--- config.mk ---
export PLATFORM = sky130hd
export DESIGN_NAME = dotprod_accel
export DESIGN_NICKNAME = d
export VERILOG_FILES = /design/src/rtl/dotprod_pkg.sv /design/src/rtl/dotprod_accel_fxp_mac.sv /design/src/rtl/dotprod_accel.sv
export SDC_FILE = /design/constraint.sdc
export NUM_CORES = 2
export LEC_CHECK = 0
export ABC_CLOCK_PERIOD_IN_PS = 25500
export CAP_MARGIN = 20
export CORE_ASPECT_RATIO = 1.25
export CORE_MARGIN = 2
export CORE_UTILIZATION = 40
export DETAILED_ROUTE_END_ITERATION = 6
export PLACE_DENSITY = 0.54
export SLEW_MARGIN = 20
export SYNTH_ARGS = -nofsm -noshare
export SYNTH_HDL_FRONTEND = slang
export SYNTH_SLANG_ARGS = --single-unit
--- constraint.sdc ---
create_clock -name clk -period 25.5 [get_ports clk]
set_input_delay 2.55 -clock clk [delete_from_list [all_inputs] [get_ports clk]]
set_output_delay 2.55 -clock clk [all_outputs]
set_load 0.1 [all_outputs]
--- src/rtl/dotprod_pkg.sv ---
// Shared definitions for the dot-product engine: CSR word offsets, MODE bits, FSM states.
// Latency: n/a (declarations only).
// Backpressure: n/a.
package dotprod_pkg;

  localparam logic [2:0] CSR_START  = 3'd0;
  localparam logic [2:0] CSR_BIAS   = 3'd1;
  localparam logic [2:0] CSR_W_ADDR = 3'd2;
  localparam logic [2:0] CSR_A_ADDR = 3'd3;
  localparam logic [2:0] CSR_LEN    = 3'd4;
  localparam logic [2:0] CSR_MODE   = 3'd5;
  localparam logic [2:0] CSR_STATUS = 3'd6;

  localparam int MODE_RELU = 0;

  typedef enum logic [2:0] {
    S_IDLE,
    S_REQ_W,
    S_WAIT_W,
    S_REQ_A,
    S_WAIT_A,
    S_MAC,
    S_DONE
  } state_t;

endpackage

--- src/rtl/dotprod_accel_fxp_mac.sv ---
// Fixed-point MAC: acc += (w*a)>>>FRAC_W; result = sat(relu(acc + bias)).
// Latency: accumulator updates on the clock after en_i; res_o is combinational from acc.
// Backpressure: none, the caller sequences clr_i/en_i.
// Ports: clk/rst_n; clr_i zeroes acc; en_i accumulates w_i*a_i; bias_i/relu_i shape res_o.
module fxp_mac #(
  parameter int DATA_W = 32,
  parameter int FRAC_W = 16
) (
  input  logic                     clk,
  input  logic                     rst_n,
  input  logic                     clr_i,
  input  logic                     en_i,
  input  logic signed [DATA_W-1:0] w_i,
  input  logic signed [DATA_W-1:0] a_i,
  input  logic signed [DATA_W-1:0] bias_i,
  input  logic                     relu_i,
  output logic signed [DATA_W-1:0] res_o
);

  localparam int ACC_W = 2 * DATA_W;
  localparam logic signed [ACC_W-1:0] SAT_MAX = (ACC_W'(1) << (DATA_W - 1)) - ACC_W'(1);
  localparam logic signed [ACC_W-1:0] SAT_MIN = -(ACC_W'(1) << (DATA_W - 1));

  logic signed [ACC_W-1:0] acc_q, acc_d;
  logic signed [ACC_W-1:0] prod, prod_sh, sum;

  always_comb begin
    prod    = w_i * a_i;
    // Arithmetic shift re-aligns the Q(2F) product back to Q(F).
    prod_sh = prod >>> FRAC_W;
    acc_d   = acc_q;
    if (clr_i)     acc_d = '0;
    else if (en_i) acc_d = acc_q + prod_sh;
  end

  always_ff @(posedge clk or negedge rst_n) begin
    if (!rst_n) acc_q <= '0;
    else        acc_q <= acc_d;
  end

  always_comb begin
    sum = acc_q + {{DATA_W{bias_i[DATA_W-1]}}, bias_i};
    if (relu_i && sum[ACC_W-1]) sum = '0;
    if (sum > SAT_MAX)      res_o = SAT_MAX[DATA_W-1:0];
    else if (sum < SAT_MIN) res_o = SAT_MIN[DATA_W-1:0];
    else                    res_o = sum[DATA_W-1:0];
  end

endmodule

--- src/rtl/dotprod_accel.sv ---
// Dot-product engine: CSR slave + single-outstanding read master feeding a fixed-point MAC.
// Latency: 5 cycles per element with zero-wait memory, plus START and DONE cycles.
// Backpressure: master stalls on master_waitrequest; offset-0 slave access waits while busy.
// Ports: clk/rst_n; slave_* Avalon-MM CSR port (readdata latency 0); master_* Avalon-MM read port.
module dotprod_accel
  import dotprod_pkg::*;
#(
  parameter int DATA_W = 32,
  parameter int FRAC_W = 16,
  parameter int ADDR_W = 32,
  parameter int LEN_W  = 16
) (
  input  logic              clk,
  input  logic              rst_n,
  output logic              slave_waitrequest,
  input  logic [2:0]        slave_address,
  input  logic              slave_read,
  input  logic              slave_write,
  input  logic [DATA_W-1:0] slave_writedata,
  output logic [DATA_W-1:0] slave_readdata,
  input  logic              master_waitrequest,
  output logic [ADDR_W-1:0] master_address,
  output logic              master_read,
  input  logic [DATA_W-1:0] master_readdata,
  input  logic              master_readdatavalid
);

  localparam logic [ADDR_W-1:0] STEP = ADDR_W'(DATA_W / 8);

  state_t              state_q, state_d;
  logic [DATA_W-1:0]   bias_q, bias_d, bias_w_q, bias_w_d, result_q, result_d;
  logic [ADDR_W-1:0]   w_addr_q, w_addr_d, a_addr_q, a_addr_d;
  logic [ADDR_W-1:0]   w_ptr_q, w_ptr_d, a_ptr_q, a_ptr_d;
  logic [LEN_W-1:0]    len_q, len_d, cnt_q, cnt_d;
  logic                relu_q, relu_d;
  logic [DATA_W-1:0]   w_dat_q, w_dat_d, a_dat_q, a_dat_d;
  logic                busy, acc_clr, acc_en;
  logic [DATA_W-1:0]   mac_res;

  assign busy = (state_q != S_IDLE);

  // Only offset 0 ever stalls; it is held until the engine is back in IDLE.
  assign slave_waitrequest = (slave_read || slave_write) && (slave_address == CSR_START) && busy;

  assign master_read    = (state_q == S_REQ_W) || (state_q == S_REQ_A);
  assign master_address = (state_q == S_REQ_A) ? a_ptr_q : w_ptr_q;

  always_comb begin
    slave_readdata = '0;
    if (slave_read) begin
      case (slave_address)
        CSR_START:  slave_readdata = result_q;
        CSR_BIAS:   slave_readdata = bias_q;
        CSR_W_ADDR: slave_readdata = DATA_W'(w_addr_q);
        CSR_A_ADDR: slave_readdata = DATA_W'(a_addr_q);
        CSR_LEN:    slave_readdata = DATA_W'(len_q);
        CSR_MODE:   slave_readdata[MODE_RELU] = relu_q;
        CSR_STATUS: slave_readdata[0] = busy;
        default:    slave_readdata = '0;
      endcase
    end
  end

  always_comb begin
    state_d  = state_q;
    bias_d   = bias_q;
    w_addr_d = w_addr_q;
    a_addr_d = a_addr_q;
    len_d    = len_q;
    relu_d   = relu_q;
    result_d = result_q;
    bias_w_d = bias_w_q;
    w_ptr_d  = w_ptr_q;
    a_ptr_d  = a_ptr_q;
    cnt_d    = cnt_q;
    w_dat_d  = w_dat_q;
    a_dat_d  = a_dat_q;
    acc_clr  = 1'b0;
    acc_en   = 1'b0;

    // Configuration is frozen while a computation is running.
    if (slave_write && !busy) begin
      case (slave_address)
        CSR_BIAS:   bias_d   = slave_writedata;
        CSR_W_ADDR: w_addr_d = ADDR_W'(slave_writedata);
        CSR_A_ADDR: a_addr_d = ADDR_W'(slave_writedata);
        CSR_LEN:    len_d    = LEN_W'(slave_writedata);
        CSR_MODE:   relu_d   = slave_writedata[MODE_RELU];
        default:    ;
      endcase
    end

    case (state_q)
      S_IDLE: begin
        if (slave_write && slave_address == CSR_START) begin
          w_ptr_d  = w_addr_q;
          a_ptr_d  = a_addr_q;
          cnt_d    = len_q;
          bias_w_d = bias_q;
          acc_clr  = 1'b1;
          state_d  = (len_q == '0) ? S_DONE : S_REQ_W;
        end
      end
      S_REQ_W:  if (!master_waitrequest) state_d = S_WAIT_W;
      S_WAIT_W: if (master_readdatavalid) begin
        w_dat_d = master_readdata;
        state_d = S_REQ_A;
      end
      S_REQ_A:  if (!master_waitrequest) state_d = S_WAIT_A;
      S_WAIT_A: if (master_readdatavalid) begin
        a_dat_d = master_readdata;
        state_d = S_MAC;
      end
      S_MAC: begin
        acc_en  = 1'b1;
        w_ptr_d = w_ptr_q + STEP;
        a_ptr_d = a_ptr_q + STEP;
        cnt_d   = cnt_q - LEN_W'(1);
        state_d = (cnt_d == '0) ? S_DONE : S_REQ_W;
      end
      S_DONE: begin
        result_d = mac_res;
        state_d  = S_IDLE;
      end
      default: state_d = S_IDLE;
    endcase
  end

  always_ff @(posedge clk or negedge rst_n) begin
    if (!rst_n) begin
      state_q  <= S_IDLE;
      bias_q   <= '0;
      w_addr_q <= '0;
      a_addr_q <= '0;
      len_q    <= '0;
      relu_q   <= 1'b0;
      result_q <= '0;
      bias_w_q <= '0;
      w_ptr_q  <= '0;
      a_ptr_q  <= '0;
      cnt_q    <= '0;
      w_dat_q  <= '0;
      a_dat_q  <= '0;
    end else begin
      state_q  <= state_d;
      bias_q   <= bias_d;
      w_addr_q <= w_addr_d;
      a_addr_q <= a_addr_d;
      len_q    <= len_d;
      relu_q   <= relu_d;
      result_q <= result_d;
      bias_w_q <= bias_w_d;
      w_ptr_q  <= w_ptr_d;
      a_ptr_q  <= a_ptr_d;
      cnt_q    <= cnt_d;
      w_dat_q  <= w_dat_d;
      a_dat_q  <= a_dat_d;
    end
  end

  fxp_mac #(
    .DATA_W (DATA_W),
    .FRAC_W (FRAC_W)
  ) u_mac (
    .clk    (clk),
    .rst_n  (rst_n),
    .clr_i  (acc_clr),
    .en_i   (acc_en),
    .w_i    (w_dat_q),
    .a_i    (a_dat_q),
    .bias_i (bias_w_q),
    .relu_i (relu_q),
    .res_o  (mac_res)
  );

endmodule

==> results.md <==
### Outcome
• result of the run: finished clean

### Clock network
• TritonCTS clock tree: built
• # H-tree levels: 2
• number of sinks handled by clock tree synthesis: 388
• CTS Hold Bufs: 0
• Gates resized, CTS repair: 0
• CTS clock-pin slew for the worst setup and hold paths: 60 ps
• clock buffer depth: 3
• clock latency of the later-clocked register in the worst-skew pair: 680 ps
• Clk Tree Root Cell: clkbuf_16
• Setup Fix Bufs, Post-CTS: 0
• number of buffers created by CTS: 48

### Layout
• Final #Nets: 7758
• area of combinational cells with multiple inputs: 45300 sq um
• Largest register FFs: 64
• end-of-flow core utilization: 43.7%
• Final Non-Filler Cells: 8325
• footprint of the flip-flops and latches: 9750 sq um
• layout filler cell count: 14600
• area delta synth->final: 8.45%
• fraction of layout cells with a size suffix above 1: 7.29%
• most common cell after layout, fill and taps aside: fa_1
• most frequent cells in the layout: fa_1 (1083), inv_1 (978), nand2_1 (817)
• register with the most flip-flops: u_mac.acc_q

### Yosys
• fraction of synthesis flops using an asynchronous set or reset pin: 100%
• synthesized area per cell: 9.43 sq um
• post-synthesis net count: 7832
• register area share after synthesis: 16.2%
• combinational family with the most area after synthesis: adder cells
• share of the synthesized area in compound gates (AO/OA/AOI/OAI): 9.38%
• count of flip-flops with a built-in enable after synthesis: 0
• post-synthesis share of cell area spent on xor and xnor gates: 2.53%
• distinct cell type count after synthesis: 82
• Post-Synthesis Cell Area: 60000 sq um
• count of state elements after synthesis: 388
• Yosys Warn Count: 0
• Post-Syn Instances: 6359
• Post-Synth Simple-Gate Area: 16.0%
• Synth Area in Adders: 42.8%
• multiplexer share of the synthesized area: 4.86%
• Most used DFF post-synth: dfrtp_1

### Critical path
• cell with the biggest individual delay on the critical path: dfrtp_2
• Worst EP arrival: 12250 ps
• peak fanout along the critical path: 33
• CP endpoint kind: register
• Crit Path Class: reg2reg
• cell repeated most along the worst path: fa_1
• critical path launch point type: register
• Data required, critical path: 26020 ps
• dominant delay contributor by cell family on the critical path: adder cells
• CP bufs+invs: 6
• largest stage delay on the critical path: 1010 ps

### Route
• number of nets with antenna violations after detailed routing: 0
• final routed wirelength across all metal layers: 180000 um
• Initial DRT Pass Iterations: 5
• vias: 44600
• Remaining DRCs: 0
• iteration-0 DRC count of the detailed router: 2417
• detailed-route vias per instance: 5.36
• routed wirelength normalized by instance count: 21.6 um

### Global routing
• via count of the first global-routing pass: 48200
• maximum number of pins on one net before global-route repair: 154
• initial antenna violation count: 2
• wire length of the first global-routing pass: 287000 um
• GRT Util Overall: 24.3%
• total grt overflow: 0

### Placed design
• Placer Congestion: 0.888
• detailed-placement wirelength estimate: 134000 um
• number of cells in the design after placement: 8234
• PortBufs: 138

### Timing
• Final TNS setup: 0 ps
• count of endpoints failing setup in the final report: 0
• unrepaired setup endpoints after global routing: no
• number of hold-slack violations in the final timing report: 0
• min cycle time layout: 11720 ps
• Max Fclk: 85.3 MHz
• Slew Limit Headroom: 27.9%
• slew at the pin with the worst max-slew slack: 1080 ps
• final-report max-slew violation count: 0
• final period utilization: 46.0%
• Post-Route Skew: 62.6 ps

### Job
• max-cap violations: 0

### Floorplanning
• Chip Height: 437 um
• Total Die Area: 153000 sq um
• # rows: 158
• effective utilization at floorplan: 40.3%
• count of boundary I/O pins: 139
• area of the core: 149000 sq um
• die width: 350 um

### Worst hold path
• worst hold path class: reg2reg

-- routing by layer --
metal | GRT usage (%) | share of wire, % | vias to the layer above
li1 | - | - | 20100
met1 | 32.1 | 42 | 23100
met2 | 41.5 | 49 | 1164
met3 | 3.37 | 5.2 | 267
met4 | 6.76 | 3.1 | 4
met5 | 0 | 0.017 | -
-- worst min-delay path, delay by kind of cell (launching register included) --
kind,cells,cell delay (ps)
simple gates,2,100
flops,1,350
-- cells in the mapped netlist (12+ instances only) --
cell type,instances,area (sq um)
fa_1,1083,21700
inv_1,978,3670
nand2_1,817,3070
and2_1,530,3320
dfrtp_1,388,9710
ha_1,317,3970
clkbuf_1,313,1170
a21oi_1,257,1290
o21ai_0,215,1080
mux2_2,206,2320
nor2_1,203,762
nand3_1,106,531
xnor2_1,104,911
a21o_1,88,661
xor2_1,69,604
nand4_1,50,313
nor3_1,50,250
nor2b_1,42,263
a31oi_1,39,244
o21bai_1,35,263
and3_1,31,194
nand2b_1,30,188
a22oi_1,29,218
a221o_1,28,280
o22a_1,28,245
mux2i_1,21,210
o311ai_0,21,184
nor4_1,20,125
o21a_1,20,150
and4_1,17,149
mux4_2,17,383
buf_1,16,60.1
o211ai_1,15,113
or3_1,14,87.6
a211oi_1,12,90.1
-- logic make-up after synthesis --
| group | after synthesis |
|---|---|
| simple gates | 1950 |
| fa+ha+maj | 1400 |
| buf+inv | 1322 |
| compound gates | 882 |
| flops | 388 |
| mux | 244 |
| xor+xnor | 173 |
-- final timing paths --
| check | start | endpoint | slack [ps] | depth (start not counted) |
|---|---|---|---|---|
| setup / recovery | w_dat_q[5]$_DFFE_PN0P_ | u_mac.acc_q[60]$_DFFE_PN0P_ | 13780 | 43 |
| hold / removal | a_ptr_q[0]$_DFFE_PN0P_ | a_ptr_q[0]$_DFFE_PN0P_ | 480 | 2 |
| setup reg to reg | w_dat_q[5]$_DFFE_PN0P_ | u_mac.acc_q[60]$_DFFE_PN0P_ | 13780 | 43 |
| hold reg to reg | a_ptr_q[0]$_DFFE_PN0P_ | a_ptr_q[0]$_DFFE_PN0P_ | 480 | 2 |
| max in group asynchronous | rst_n | a_addr_q[19]$_DFFE_PN0P_ | 20730 | 4 |
| min in group asynchronous | rst_n | u_mac.acc_q[61]$_DFFE_PN0P_ | 1870 | 1 |
-- cell type report --
type,instances,share of cell area [%]
Clock buffer,64,2.08
Sequential cell,388,15.0
Clock inverter,25,0.612
Timing Repair Buffer,218,3.07
Antenna cell,1,0.00385
Tap cell,2000,3.85
Inverter,980,5.66
Multi-Input combinational cell,4649,69.7
-- per-stage QoR --
step | hold slack (ps) | setup WS (ps) | area [sq um]
floorplan | 440 | 15150 | 60000
global placement | 455 | 13420 | 63200
detailed placement | 462 | 13680 | 63300
CTS | 481 | 13670 | 65000
global route | 494 | 13090 | 65000
finish | 481 | 13780 | 65000
Power is left out: the tool's default activity adds up to more than one toggle a clock period on the data nets, which glitch-free logic cannot reach.
